**src/rtl/decoder_proj_formal.sv**
```systemverilog
// Registered 16-bit decoder (one-hot / 7-segment / thermometer) with an embedded
// reference model, sticky check flag and combinational cover outputs.
module decoder_proj_formal (
  input  logic        clk,
  input  logic        rst_n,
  input  logic [6:0]  io_in,
  output logic [15:0] dec_out,
  output logic        dec_valid,
  output logic        illegal,
  output logic        chk_fail,
  output logic [3:0]  cov
);

  typedef enum logic [1:0] {
    MODE_ONEHOT = 2'b00,
    MODE_SEG7   = 2'b01,
    MODE_THERM  = 2'b10,
    MODE_RSVD   = 2'b11
  } mode_e;

  // Reference 7-segment table (gfedcba), kept apart from the decoder's case statement
  localparam logic [6:0] SEG_TAB [16] = '{
    7'h3F, 7'h06, 7'h5B, 7'h4F, 7'h66, 7'h6D, 7'h7D, 7'h07,
    7'h7F, 7'h6F, 7'h77, 7'h7C, 7'h39, 7'h5E, 7'h79, 7'h71
  };

  logic        en;
  mode_e       mode;
  logic [3:0]  value;

  logic [15:0] dec_d;
  logic        valid_d;
  logic        illegal_d;
  logic [6:0]  seg_pat;

  logic [6:0]  io_q;
  logic        prev_ok;
  mode_e       mode_q;
  logic [15:0] exp_out;
  logic        exp_valid;
  logic        exp_illegal;
  logic [4:0]  ones;
  logic        mismatch;

  assign en    = io_in[6];
  assign mode  = mode_e'(io_in[5:4]);
  assign value = io_in[3:0];

  assign cov[0] = en && (mode == MODE_ONEHOT) && (value == 4'h0);
  assign cov[1] = en && (mode == MODE_SEG7)   && (value == 4'hF);
  assign cov[2] = en && (mode == MODE_THERM)  && (value == 4'hF);
  assign cov[3] = en && (mode == MODE_RSVD);

  always_comb begin
    seg_pat = '0;
    case (value)
      4'h0: seg_pat = 7'h3F;
      4'h1: seg_pat = 7'h06;
      4'h2: seg_pat = 7'h5B;
      4'h3: seg_pat = 7'h4F;
      4'h4: seg_pat = 7'h66;
      4'h5: seg_pat = 7'h6D;
      4'h6: seg_pat = 7'h7D;
      4'h7: seg_pat = 7'h07;
      4'h8: seg_pat = 7'h7F;
      4'h9: seg_pat = 7'h6F;
      4'hA: seg_pat = 7'h77;
      4'hB: seg_pat = 7'h7C;
      4'hC: seg_pat = 7'h39;
      4'hD: seg_pat = 7'h5E;
      4'hE: seg_pat = 7'h79;
      4'hF: seg_pat = 7'h71;
      default: seg_pat = '0;
    endcase
  end

  always_comb begin
    dec_d     = '0;
    valid_d   = 1'b0;
    illegal_d = 1'b0;
    if (en) begin
      case (mode)
        MODE_ONEHOT: begin
          dec_d   = 16'h0001 << value;
          valid_d = 1'b1;
        end
        MODE_SEG7: begin
          dec_d   = {9'b0, seg_pat};
          valid_d = 1'b1;
        end
        MODE_THERM: begin
          dec_d   = ~(16'hFFFE << value);
          valid_d = 1'b1;
        end
        default: illegal_d = 1'b1;
      endcase
    end
  end

  // Model works from the previous-cycle input so it lines up with the registered outputs
  assign mode_q = mode_e'(io_q[5:4]);

  always_comb begin
    exp_out     = '0;
    exp_valid   = 1'b0;
    exp_illegal = 1'b0;
    if (io_q[6]) begin
      case (mode_q)
        MODE_ONEHOT: begin
          for (int unsigned i = 0; i < 16; i++) begin
            if (4'(i) == io_q[3:0]) exp_out[i] = 1'b1;
          end
          exp_valid = 1'b1;
        end
        MODE_SEG7: begin
          exp_out   = {9'b0, SEG_TAB[io_q[3:0]]};
          exp_valid = 1'b1;
        end
        MODE_THERM: begin
          exp_out   = 16'((17'd2 << io_q[3:0]) - 17'd1);
          exp_valid = 1'b1;
        end
        default: exp_illegal = 1'b1;
      endcase
    end
  end

  always_comb begin
    ones = '0;
    for (int unsigned i = 0; i < 16; i++) begin
      ones = ones + 5'(dec_out[i]);
    end
  end

  assign mismatch = (dec_out != exp_out) || (dec_valid != exp_valid) ||
                    (illegal != exp_illegal) ||
                    (dec_valid && (mode_q == MODE_ONEHOT) && (ones != 5'd1)) ||
                    (illegal && dec_valid);

  always_ff @(posedge clk or negedge rst_n) begin
    if (!rst_n) begin
      dec_out   <= '0;
      dec_valid <= 1'b0;
      illegal   <= 1'b0;
      io_q      <= '0;
      prev_ok   <= 1'b0;
      chk_fail  <= 1'b0;
    end else begin
      dec_out   <= dec_d;
      dec_valid <= valid_d;
      illegal   <= illegal_d;
      io_q      <= io_in;
      prev_ok   <= 1'b1;
      if (prev_ok && mismatch) chk_fail <= 1'b1;
    end
  end

endmodule

```
**config.mk**
```make
export PLATFORM = sky130hd
export DESIGN_NAME = decoder_proj_formal
export DESIGN_NICKNAME = d
export VERILOG_FILES = /design/src/rtl/decoder_proj_formal.sv
export SDC_FILE = /design/constraint.sdc
export NUM_CORES = 1
export LEC_CHECK = 0
export CAP_MARGIN = 20
export CORE_ASPECT_RATIO = 1.25
export CORE_MARGIN = 1
export CORE_UTILIZATION = 45
export DETAILED_ROUTE_END_ITERATION = 8
export PLACE_DENSITY = 0.76
export REMOVE_ABC_BUFFERS = 1
export SYNTH_ARGS = -nofsm -noshare
export SYNTH_HDL_FRONTEND = slang
export SYNTH_SLANG_ARGS = --single-unit
```
**constraint.sdc**
```tcl
create_clock -name clk -period 8.76 [get_ports clk]
set_clock_uncertainty 0.1 [all_clocks]
set_input_delay 1.314 -clock clk [delete_from_list [all_inputs] [get_ports clk]]
set_output_delay 1.314 -clock clk [all_outputs]
set_load 0.03 [all_outputs]
```
# Yosys cells after proc, flatten, opt, wreduce, memory -nomap -nowiden

Memories as Yosys holds them, arrays and structs flattened.
Cells that the tools add are included.

Memories kept: 2
Flip-flop bits (word level): 27
Word-level logic and storage cells: 106
Input bits: 9
Output and inout bits: 23
Bits in read-only memories: 224
RAM bits: 0
Bits in latches: 0

Memories:

| memory           | words | bits a word | rd ports | clocked after Yosys merged registers in | wr ports | RTL line | source |
|---|---|---|---|---|---|---|---|
| (name not given) | 16    | 7           | 1        | 0                                       | 0        | 116      | `exp_out = {9'b0, SEG_TAB[io_q[3:0]]};` |
| (name not given) | 16    | 7           | 1        | 0                                       | 0        | 56       | `case (value)` |

Equality and inequality tests: 25
Shifts and indexed selects: 3
Multiply operators: 0
Multiplexer cells: 30
Divide/modulo/power cells: 0
Order comparisons: 1
Bitwise gates (word level): 2
Reductions and logical operators: 21
Add/sub/neg operators: 16

Operators with widths:

| cell                                                     | number |
|---|---|
| one-hot mux 16 bit (3 select lines)                      | 2 |
| adder 5 x 1 -> 5 bit                                     | 11 |
| == test 4 bit, first input constant                      | 8 |
| two-way mux 16 bit                                       | 2 |
| two-way mux 1 bit                                        | 24 |
| == test 3 x 4 -> 1 bit, first input constant             | 4 |
| inequality test 16 bit                                   | 1 |
| NOT 16 bit                                               | 1 |
| left shift 1 x 4 -> 16 bit, first input constant         | 1 |
| left shift 16 x 4 -> 16 bit, first input constant        | 1 |
| left shift 2 x 4 -> 16 bit, first input constant         | 1 |
| subtractor 16 x 1 -> 16 bit, second input constant       | 1 |
| two-way mux 7 bit                                        | 2 |
| logical AND 1 bit                                        | 11 |
| == test 2 x 4 -> 1 bit, first input constant             | 2 |
| zero test 4 bit                                          | 2 |
| == test 2 bit, second input constant                     | 3 |
| OR reduction 3 bit                                       | 2 |
| adder 4 x 1 -> 5 bit                                     | 1 |
| greater-or-equal comparator 5 bit, second input constant | 1 |
| inequality test 5 x 1 -> 1 bit, second input constant    | 1 |
| NOT 4 -> 5 bit                                           | 1 |
| adder 3 x 1 -> 4 bit                                     | 1 |
| == test 1 x 4 -> 1 bit, first input constant             | 1 |
| 7 further kinds                                          | 13 |

# Longest topological paths before layout

Word-level depth: 20
Mapped depth: 16
Gate-level depth less buffers: 16

# Worst setup path after synthesis

No wires, ideal clock.

Path type: register to register
From: register dec_out[5]
To: register chk_fail
Buffers on the path: 0
Clock period less this slack: 4.995 ns
Arrival time: 4.766 ns
Library setup time: 0.129 ns
Stages on the path, launching flop included: 17
Required time: 8.531 ns
Setup slack: 3.765 ns
Path through: dfrtp_1 inv_1 fa_1 inv_1 fa_1 fa_1 inv_1 fa_1 inv_1 ha_1 fa_1 or4b_1 a2111oi_0 a211oi_1 a2111oi_0 and4_1 a31oi_1

Cells in the longest elaborated chain, start to end: 16
Elaborated cells between the ends (all ways): 19
Classes of those cells: 11 x add/sub; 2 x eq/ne; 6 x reduce/logical

RTL lines:

| what                               | RTL line | source |
|---|---|---|
| start: declaration                 | 7        | `output logic [15:0] dec_out,` |
| start signal: assignment           | 142      | `dec_out <= '0;` |
| start signal: assignment           | 149      | `dec_out <= dec_d;` |
| adder 5 x 1 -> 5 bit (11 in a row) | 131      | `ones = ones + 5'(dec_out[i]);` |
| inequality test 5 x 1 -> 1 bit     | 137      | `(dec_valid && (mode_q == MODE_ONEHOT) && (ones != 5'd1)) \|\|` |
| logical AND 1 bit                  | 137      |  |
| logical OR 1 bit *                 | 136      | `(illegal != exp_illegal) \|\|` |
| logical OR 1 bit *                 | 137      |  |
| logical AND 1 bit *                | 154      | `if (prev_ok && mismatch) chk_fail <= 1'b1;` |
| end signal: assignment             | 147      | `chk_fail <= 1'b0;` |
| end signal: assignment             | 154      |  |
| end: declaration                   | 10       | `output logic chk_fail,` |

Every way passes the cells marked *; elsewhere a longest branch is shown, timed or not.
A chain may end at the register's enable or synchronous reset.

# Worst setup path after layout

Same ends and word-level chain as after synthesis.

==> flow_summary.ini <==
[status]
status = completed

[critical_path]
reg2reg_slack_ns = 3.63
worst_r2r_endpoint = chk_fail$_DFFE_PN0P_
max_stage_delay_ns = 0.54
cp_cell_sequence = inv_1 -> fa_1 -> inv_1 -> fa_1 -> fa_1 -> inv_1 -> fa_1 -> inv_1 -> ha_1 -> fa_1 -> or4b_1 -> a2111oi_0 -> a211oi_1 -> a2111oi_0 -> and4_1 -> a31oi_1
end_kind = register
cp_data_arrival_time_ns = 5.17
reg2reg_from = dec_out[5]$_DFF_PN0_
r2r_cells = 16
start_kind = register
crit_top_cell = fa_1
cp_num_buf_inv = 4
critPathKind = register to register
cp_top_family = adder cells
slowest_stage = fa_1
worst-path-stages = 16
cp.required_ns = 8.80
crit_fanout = 6

[routing]
drtIter0Drc = 238
vias = 2947
wl_um = 8452
drtPass1Iterations = 5
routedWlPerCell_um = 17.50
vias_per_cell = 6.101
postRouteAntennaNets = 0
drc = 0

[die]
dieArea_sq_um = 7214
core_sq_um = 6606
die_w_um = 76.17
start_util_pct = 46.84
num_rows = 33
io_pins = 32
fp.dieH_um = 94.71

[sta]
rsz0062_at_grt = no
worst_pin_slew_ns = 1.007
setup_tns_ns = 0
finalSetupViolations = 0
period_minus_slack_ns = 5.129
fmax_mhz = 195.0
slew_headroom_pct = 32.88
period_share_pct = 58.55
finalHoldViolations = 0
fin_hold_ws_ns = 0.4642
drv_slew = 0
setup_ws_ns = 3.631

[cells_and_area]
fin_area_sq_um = 3432
final_nets = 435
antennaDiodeCount = 0
filler_cell_count = 609
layout-drive-gt1-share_pct = 4.798
areaGrowthSynthToFinish_pct = 10.92

[clocking]
cts_max_path_buffers = 2
clk_latency_ns = 0.28
clk_pin_slew_ns = 0.09
cts_tree = built
cts_resized = 0
cts_sinks = 27
cts_buffers = 3
cts_setup_buffers = 0
htreeDepth = 1
cts-hold-fix-buffers = 0
clock-root-buffer = clkbuf_8

[hold_path]
whs_path_depth = 2
hold_class = register to register
min_from = prev_ok$_DFF_PN0_
worst_hold_path.endpoint = chk_fail$_DFFE_PN0P_

[power]
peakVddDrop_mv = 0.04981
p_per_area_nw_per_um2 = 101.9
power.leakage_uw = 0.001467
power_uw = 349.8

[global_route]
grt_usage_pct = 23.78
grt_overflow = 0
grt_max_degree = 32
antenna_found_initial = 0
grt_pass1_vias = 2812
grt_pass1_wl_um = 13630

[synthesis]
ys_async_sr_fraction_pct = 100.0
syn_avg_cell_area_sq_um = 8.016
syn_area_sq_um = 3094
ys_dominant_reg_cell = dfrtp_1
synth_edf_count = 0
ys_ff_latch = 27
yosysSeqAreaShare_pct = 21.84
synthCells = 386
ys_types = 71
yosys_warnings = 0

[placement]
post-dp-hpwl_um = 6469
place_ws_ns = 3.619
io_buffers = 31
place_area_sq_um = 3383
gp_congestion = 0.9274

[flow_run]
maxCapViolCount = 0
-- worst register-to-register path: stages (launching register included) --
cell and delay, ns:
dfrtp_1 0.43, inv_1 0.10, fa_1 0.54, inv_1 0.05
fa_1 0.46, fa_1 0.52, inv_1 0.05, fa_1 0.48
inv_1 0.04, ha_1 0.20, fa_1 0.42, or4b_1 0.49
a2111oi_0 0.34, a211oi_1 0.11, a2111oi_0 0.34, and4_1 0.25
a31oi_1 0.08
-- per-layer routing --
| metal | vias up | share of wire (%) | global-route usage (%) |
|---|---|---|---|
| met5 | - | 0 | 0 |
| met4 | 0 | 4.3 | 12.50 |
| met3 | 30 | 5.8 | 1.932 |
| met2 | 131 | 49 | 41.67 |
| met1 | 1384 | 41 | 29.39 |
| li1 | 1402 | - | - |
-- metrics by stage --
step / util [%] / instances
2_1_floorplan: - / 359
3_3_place_gp: 51.21 / 479
3_5_place_dp: 51.21 / 479
4_1_cts: 51.95 / 483
5_1_grt: 51.95 / 483
6_report: 51.95 / 483
-- sequential cells by signal, indices dropped and copies added (netlist names) --
| name | cells |
|---|---|
| dec_out | 16 |
| io_q | 7 |
| chk_fail | 1 |
| dec_valid | 1 |
| illegal | 1 |
| prev_ok | 1 |
-- kinds of logic after synthesis --
group	after synthesis	synth area share (%)
AO/OA/AOI/OAI	113	24.42
XOR/XNOR	3	0.8493
adder cells (fa/ha/maj)	29	14.15
buffers and inverters	65	9.300
flip-flops	27	21.84
multiplexers	15	5.702
other	1	0.1212
AND/OR/NAND/NOR	133	23.62
-- cell usage after synthesis (all sizes together), types with 4 or more instances --
cell type / n / area (sq um)
a22oi: 4 / 30.03
nor3b: 4 / 35.03
nand2: 23 / 88.84
o31ai: 6 / 45.04
nor2b: 13 / 81.33
nor4: 6 / 37.54
nand3: 6 / 30.03
nand2b: 9 / 56.30
fa: 10 / 200.2
a31oi: 4 / 25.02
and3: 5 / 31.28
ha: 19 / 237.7
o21ai: 23 / 115.1
clkbuf: 13 / 48.80
nor2: 31 / 116.4
buf: 14 / 96.33
dfrtp: 27 / 675.7
nor3: 9 / 45.04
inv: 38 / 142.6
o32ai: 5 / 43.79
a21oi: 33 / 165.2
mux2i: 12 / 120.1
-- worst max path at each step --
stage | from | to | slack (ns)
finish | dec_out[5]$_DFF_PN0_ | chk_fail$_DFFE_PN0P_ | 3.63
global route | dec_out[5]$_DFF_PN0_ | chk_fail$_DFFE_PN0P_ | 3.26
CTS | dec_out[5]$_DFF_PN0_ | chk_fail$_DFFE_PN0P_ | 3.59
detailed placement | dec_out[5]$_DFF_PN0_ | chk_fail$_DFFE_PN0P_ | 3.62
global placement | dec_out[5]$_DFF_PN0_ | chk_fail$_DFFE_PN0P_ | 3.80
floorplan | dec_out[5]$_DFF_PN0_ | chk_fail$_DFFE_PN0P_ | 3.77
-- cell type report --
class,instances,area [sq um],share of cell area (%)
Clock buffer,3,41.29,1.203
Sequential cell,27,675.6,19.69
Multi-Input combinational cell,294,2131,62.09
Tap cell,87,108.9,3.172
Timing Repair Buffer,33,325.3,9.479
Inverter,38,142.6,4.156
Clock inverter,1,7.507,0.2187
-- cell usage in the layout (no fill, tap or decap), types with 4 or more instances in the layout --
| cell | synthesis | routed |
|---|---|---|
| dfrtp_1 | 27 | 27 |
| nor2b_1 | 13 | 13 |
| a31oi_1 | 4 | 4 |
| nor4_1 | 6 | 6 |
| nand2b_1 | 9 | 9 |
| fa_1 | 10 | 10 |
| a22oi_1 | 4 | 4 |
| clkdlybuf4s50_1 | 0 | 31 |
| o32ai_1 | 5 | 5 |
| ha_1 | 19 | 19 |
| a21oi_1 | 33 | 33 |
| nand2_1 | 22 | 22 |
| nand3_1 | 6 | 6 |
| inv_1 | 38 | 38 |
| and3_1 | 5 | 5 |
| mux2i_1 | 12 | 12 |
| o31ai_1 | 6 | 6 |
| nor3_1 | 9 | 9 |
| nor2_1 | 31 | 31 |
| o21ai_0 | 22 | 22 |
-- power by group --
part	internal [uW]	switching [uW]	leakage [uW]	total (uW)
Sequential	130	13.7	0.000344	143
Clock	32.3	39.4	0.0000217	71.7
Combinational	55.8	78.9	0.00110	135
Total	218	132	0.00147	350
Power figures use the tool's default switching activity.
